### src/rtl/sar_convertidor.sv
// sar_convertidor: successive-approximation controller for the 5-bit
// magnitude comparator. Drives trial codes on dac_o, reads the decision back
// on cmp_i and resolves the unknown level MSB first, one bit per step.
module sar_convertidor #(
  parameter int WIDTH  = 5,
  parameter int SETTLE = 1
) (
  input  logic             clk,
  input  logic             rst_n,
  input  logic             start_i,
  input  logic             cmp_i,
  output logic [WIDTH-1:0] dac_o,
  output logic             busy_o,
  output logic             done_o,
  output logic [WIDTH-1:0] result_o
);

  localparam int IW = (WIDTH > 1) ? $clog2(WIDTH) : 1;
  localparam int CW = (SETTLE > 1) ? $clog2(SETTLE) : 1;

  localparam logic [1:0] S_IDLE  = 2'd0;
  localparam logic [1:0] S_TRIAL = 2'd1;
  localparam logic [1:0] S_DONE  = 2'd2;

  localparam logic [IW-1:0]    IDX_TOP  = IW'(WIDTH - 1);
  localparam logic [IW-1:0]    IDX_ONE  = IW'(1);
  localparam logic [CW-1:0]    CNT_LAST = CW'(SETTLE - 1);
  localparam logic [CW-1:0]    CNT_ONE  = CW'(1);
  localparam logic [WIDTH-1:0] MSB_ONLY = {1'b1, {(WIDTH-1){1'b0}}};

  logic [1:0]       state_q,  state_d;
  logic [WIDTH-1:0] dac_q,    dac_d;
  logic             busy_q,   busy_d;
  logic             done_q,   done_d;
  logic [WIDTH-1:0] result_q, result_d;
  logic [IW-1:0]    idx_q,    idx_d;
  logic [CW-1:0]    cnt_q,    cnt_d;
  logic [IW-1:0]    idx_dec_s;

  assign idx_dec_s = idx_q - IDX_ONE;

  // Next-state logic: start handling, per-bit settle/decide, done strobe.
  always_comb begin
    state_d  = state_q;
    dac_d    = dac_q;
    busy_d   = busy_q;
    done_d   = 1'b0;
    result_d = result_q;
    idx_d    = idx_q;
    cnt_d    = cnt_q;
    case (state_q)
      S_IDLE: begin
        dac_d  = {WIDTH{1'b0}};
        busy_d = 1'b0;
        if (start_i) begin
          state_d = S_TRIAL;
          dac_d   = MSB_ONLY;
          busy_d  = 1'b1;
          idx_d   = IDX_TOP;
          cnt_d   = {CW{1'b0}};
        end else begin
          state_d = S_IDLE;
        end
      end
      S_TRIAL: begin
        if (cnt_q == CNT_LAST) begin
          // cmp_i=1 means the trial overshoots the level: drop this bit.
          if (cmp_i) begin
            dac_d[idx_q] = 1'b0;
          end else begin
            dac_d[idx_q] = 1'b1;
          end
          cnt_d = {CW{1'b0}};
          if (idx_q == {IW{1'b0}}) begin
            state_d  = S_DONE;
            result_d = dac_d;
            busy_d   = 1'b0;
            done_d   = 1'b1;
            idx_d    = IDX_TOP;
          end else begin
            idx_d            = idx_dec_s;
            dac_d[idx_dec_s] = 1'b1;
          end
        end else begin
          cnt_d = cnt_q + CNT_ONE;
        end
      end
      S_DONE: begin
        state_d = S_IDLE;
        dac_d   = {WIDTH{1'b0}};
        busy_d  = 1'b0;
      end
      default: begin
        state_d = S_IDLE;
        dac_d   = {WIDTH{1'b0}};
        busy_d  = 1'b0;
        idx_d   = IDX_TOP;
        cnt_d   = {CW{1'b0}};
      end
    endcase
  end

  // State and output registers; reset aborts any conversion in progress.
  always_ff @(posedge clk or negedge rst_n) begin
    if (!rst_n) begin
      state_q  <= S_IDLE;
      dac_q    <= {WIDTH{1'b0}};
      busy_q   <= 1'b0;
      done_q   <= 1'b0;
      result_q <= {WIDTH{1'b0}};
      idx_q    <= IDX_TOP;
      cnt_q    <= {CW{1'b0}};
    end else begin
      state_q  <= state_d;
      dac_q    <= dac_d;
      busy_q   <= busy_d;
      done_q   <= done_d;
      result_q <= result_d;
      idx_q    <= idx_d;
      cnt_q    <= cnt_d;
    end
  end

  assign dac_o    = dac_q;
  assign busy_o   = busy_q;
  assign done_o   = done_q;
  assign result_o = result_q;

endmodule
### config.mk
export PLATFORM = sky130hd
export DESIGN_NAME = sar_convertidor
export DESIGN_NICKNAME = d
export VERILOG_FILES = /design/src/rtl/sar_convertidor.sv
export SDC_FILE = /design/constraint.sdc
export NUM_CORES = 1
export LEC_CHECK = 0
export CAP_MARGIN = 20
export CORE_MARGIN = 10
export CORE_UTILIZATION = 40
export DETAILED_ROUTE_END_ITERATION = 8
export MAX_ROUTING_LAYER = met4
export PLACE_DENSITY = 0.7
export SKIP_CTS_REPAIR_TIMING = 1
export SYNTH_ARGS = -nofsm -noshare
export SYNTH_HDL_FRONTEND = slang
export SYNTH_SLANG_ARGS = --single-unit
### constraint.sdc
create_clock -name clk -period 2.6 [get_ports clk]
set_clock_uncertainty 0.2 [all_clocks]
set_input_delay 0.52 -clock clk [delete_from_list [all_inputs] [get_ports clk]]
set_output_delay 0.52 -clock clk [all_outputs]
set_load 0.02 [all_outputs]
* Word-level counts from Yosys, hierarchy flattened
Cells that the tools add are included.
W data, S select, Z words.
** Storage, ports and cells
- Bits in registers :: 18
- Input port bits :: 4
- Output and inout port bits :: 12
- Logic and storage cells :: 61
** Cells by class
- Add/sub/neg operators :: 2
- Order comparisons :: 4
- Eq/ne operators :: 5
- Mux-type cells :: 29
- Bitwise operators :: 6
- Reductions and logical operators :: 8
** Operators with widths (number)
- $mux W5 :: 6
- $mux W1 :: 11
- $or A5 B5 Y5 :: 2
- $pmux W5 S2 :: 1
- $mux W3 :: 3
- $pmux W3 S3 :: 1
- $lt A3 B4 Y1 const B :: 2
- $demux W1 S3 :: 2
- $ge A3 B1 Y1 const B :: 2
- $ne A2 B2 Y1 const B :: 3
- $reduce_and A3 Y1 :: 2
- $and A5 B5 Y5 :: 1
- $not A5 Y5 :: 1
- $mux W2 :: 2
- $pmux W2 S2 :: 1
- $reduce_and A2 Y1 :: 2
- $logic_not A3 Y1 :: 1
- $pmux W1 S3 :: 1
- $sub A3 B1 Y3 const B :: 1
- $eq A2 B1 Y1 const B :: 1
- $eq A2 B2 Y1 const B :: 1
- $logic_and A1 B1 Y1 :: 2
- $logic_not A2 Y1 :: 1
- $not A1 Y1 :: 2
- other kinds (2) :: 2

* Depth between registers and ports, before layout
- Depth after elaboration :: 13
- Mapped depth :: 8
- Mapped depth without buffers :: 6

* Worst setup path after synthesis
Ideal clock, no wire load.
- Path kind :: register to register
- Start :: register idx_q[0]
- End :: register dac_q[3] (netlist: dac_o[3])
- Setup time :: 94 ps
- Data arrival time :: 1521 ps
- Required time :: 2306 ps
- Setup slack :: 785 ps
- Stages on the path, launching flop included :: 8
- Buffers on the path :: 1
- Clock period less this slack :: 1815 ps
- Cells stage by stage :: dfrtp_1 -> buf_6 -> inv_1 -> ha_1 -> ha_1 -> nor3b_1 -> nor3_1 -> a211oi_1
** On the way
- Word-level cells in the longest chain between the ends :: 13
- Elaborated cells between the ends (all ways) :: 22
- Classes of those cells :: 1 x add/sub; 4 x order compare; 10 x mux; 4 x bitwise; 3 x reduce/logical
** RTL lines
- start, declared :: RTL line 36 : logic [IW-1:0] idx_q, idx_d;
- start signal, assigned :: RTL line 119 : idx_q <= idx_d;
- $lt A3 B4 Y1 (implied by the code) / $ge A3 B1 Y1 (equally long branches) :: RTL line 69, 71
- $logic_and A1 B1 Y1 (implied by the code) :: RTL line 69, 71
- $mux W1 (implied by the code) :: RTL line 69, 71
- $demux W1 S3 :: RTL line 69, 71
- $not A5 Y5 (no line)
- $and A5 B5 Y5 (no line)
- $mux W5 :: RTL line 68 : if (cmp_i) begin
- $mux W5 :: RTL line 66 : if (cnt_q == CNT_LAST) begin
- $mux W5 :: RTL line 51 : case (state_q)
- $or A5 B5 Y5 (no line)
- $mux W5 * :: RTL line 74 : if (idx_q == {IW{1'b0}}) begin
- $mux W5 * :: RTL line 66
- $pmux W5 S2 * :: RTL line 51
- via dac_d[3] :: RTL line 32 : logic [WIDTH-1:0] dac_q, dac_d;
- end signal, assigned :: RTL line 107 : dac_q <= {WIDTH{1'b0}};
- end, declared :: RTL line 32
The timed path passes the listed nets; every way through them passes the cells marked *. The select of a mux whose other input is x is not followed.
A chain may end at the register's enable or synchronous reset.

* Worst setup path in the final report
Ends and elaborated chain as after synthesis.

==> results.md <==
* Outcome: completed
* PD cells at approximately 1300 nW/um2
* Layout cell share with drive strength beyond 1 at 10.31%
* Via density at around 5
* RSZ-0062 raised after global routing: false
* Max rail drop VDD at 0.7822 mV
* Post-synthesis cell count at between 80 and 90
* Final min period at between 2000 and 2500 ps
* Hold Path Class: reg -> reg
* CTS Sinks at 17
* GRT Total Usage at 10.18%
* CTS max path bufs at 2
* Slew Viols, Final at 0
* First-pass detailed-route iteration total at 4
* Final HPWL DP at 1354 um
* Static leakage at 0.4567 nW
* Worst Tran Pin Value at 429.2 ps
* Syn Nets at 87
* Total of max-cap violations at 0
* Synth warn at 0
* Skew-Pair Late Insertion Delay at between 200 and 300 ps
* Worst Setup End Kind: flop
* Antenna Cells at 0
* Xor/xnor share of the synthesized area at 0%
* Commonest cells after routing, fill and taps aside: 16 x dfrtp_1, 15 x clkdlybuf4s50_1, 9 x inv_1, 7 x o21ai_0
* Initial Util at a little over two fifths
* Final nets at approximately 100
* Ranking of synthesized cells by area: dfrtp_1 48%, mux2i_1 6.0%, o21ai_0 4.2%
* TritonCTS buffer count at 3
* Sequential share of the synthesized area at 51.20%
* Cell variety after synth at 25
* Synth Area in Compound Gates at about an eighth
* Crit Path Category: reg -> reg
* Row Count at 16
* Reg clk slew, reported paths at 100 ps
* Avg Synthesized Cell Area at about 10 um2
* Post-Route WL at roughly 1900 um
* Die ar. at 4309 um2
* DR WL/cell at around 15 um
* Pin count of the biggest net entering global routing at 18
* Final GP Congestion at between 0.8 and 0.9
* Post-synth top area cell: dfrtp_1
* Req. time, crit path at ~2600 ps
* F_max at about 0.45 GHz
* Core area at ~2000 um2
* Reg2reg setup slack at slightly below 400 ps
* Fraction of the mapped netlist area in adder cells at ~3%
* H-tree levels at 1
* Flops & latches, synth at 17
* Die H at 65.64 um
* Most common cell after layout, fill and taps aside: dfrtp_1
* Final setup TNS at 0 ps
* Pwr Total at approximately 1.3 mW
* Synthesized area at around 830 um2
* Initial DRC Count at 8
* Ports at 16
* Hold Vio Cnt, Final at 0
* Final ANT Viol Nets at 0
* Remaining global-route overflow at 0
* Yosys top cell area share at between 40% and 50%
* Worst-path maximum fanout at 12
* Setup violators final at 0
* WHS Path Cells at 2
* Post-route clock period utilization at between 80 and 90%
* Initial antenna violation count at 0
* Root buffer cell: clkbuf_4
* CTS tree: yes
* Crit path DAT at around 2200 ps
* DR vias at roughly 630
* Largest family of logic cells by synthesized area: simple AND/OR/NAND/NOR gates
* Simple-Gate Fraction of Synth Area at a little under a fifth
* DR DRC count at 0
* R2r worst-path depth at 6
* Number of global-route vias before repair at a little over 700
* Area Growth Syn to Fin at 22.67%
* Worst slew margin at a little under three quarters
* Die width at about 66 um
* IO buf count at 15
* Post-synthesis mux area share at under 10%
* Global-route wire length before repair at approximately 3400 um
* CP Launch Type: flop
-- synth_stat cells (all sizes together) --
library cell  instances
nand2                 6
and2b                 2
clkbuf                1
mux2i                 5
o21ai                 7
ha                    2
a32oi                 1
a311oi                1
nor3                  2
mux2                  1
a211oi                1
o211ai                1
inv                   9
nor2                  2
a21oi                 6
nand3                 3
dfrtp                16
nand2b                2
a22o                  1
dfstp                 1
nand3b                4
buf                   3
nor3b                 4
-- kinds of logic (layout without fill, tap and decap cells) --
| logic type | Yosys count | after routing |
|---|---|---|
| buffers and inverters | 13 | 29 |
| adders and majority gates | 2 | 2 |
| AOI/OAI and AO/OA | 18 | 18 |
| and+or+nand+nor | 25 | 25 |
| muxes | 6 | 6 |
| DFF | 17 | 17 |
-- where the power goes --
part,internal [mW],switching (mW),total [mW]
sequential,0.379,0.120,0.500
combinational,0.328,0.358,0.686
clock,0.0573,0.0873,0.145
-- final timing paths --
path                                            to                     from
max in group asynchronous     idx_q[2]$_DFFE_PN1P_                    rst_n
min                        result_o[1]$_DFFE_PN0P_  result_o[1]$_DFFE_PN0P_
max reg2reg                     dac_o[3]$_DFF_PN0_     idx_q[0]$_DFFE_PN0P_
min reg2reg                result_o[1]$_DFFE_PN0P_  result_o[1]$_DFFE_PN0P_
max                             dac_o[3]$_DFF_PN0_     idx_q[0]$_DFFE_PN0P_
min in group asynchronous         done_o$_DFF_PN0_                    rst_n
-- per-stage QoR --
stage | hold WS [ps] | instances | worst slack, ps | area, um2 | util (%)
finish | 293.7 | 124 | 394.8 | 1022 | 52.10
detailed placement | 276.5 | 120 | 481.6 | 994.7 | 50.70
CTS | 303.6 | 124 | 435.5 | 1022 | 52.10
global route | 339.5 | 124 | 262.7 | 1022 | 52.10
floorplan | 24.41 | 81 | 784.8 | 833.3 | -
global placement | 265.4 | 120 | 551.0 | 994.7 | 50.70
-- state kept, by name (all words and copies together) (netlist names) --
register  flops
busy_o        1
dac_o         5
done_o        1
idx_q         3
result_o      5
state_q       2
-- critical path: stages (launching register included) --
cell and delay, ps:
dfrtp_1 580, inv_1 140, ha_1 230, ha_1 340, nor3b_1 320, nor3_1 80
a211oi_1 220
-- per-layer routing --
metal	GRT usage, %	share of wire [%]	vias to the layer above
met4	4.545	0.75	0
met5	-	0	-
met2	15.34	48	12
met3	4.407	4.4	2
li1	-	-	308
met1	11.41	47	306
-- cell type report --
class,count,area (um2)
clock buffers,3,22.52
fillers,200,939.7
multi-input cells,51,342.8
well taps,27,33.78
flip-flops and latches,17,426.7
clock inverters,1,5.005
inverters,9,33.78
repair buffers,16,157.7
Note: power is estimated with default switching activity, not from simulation.
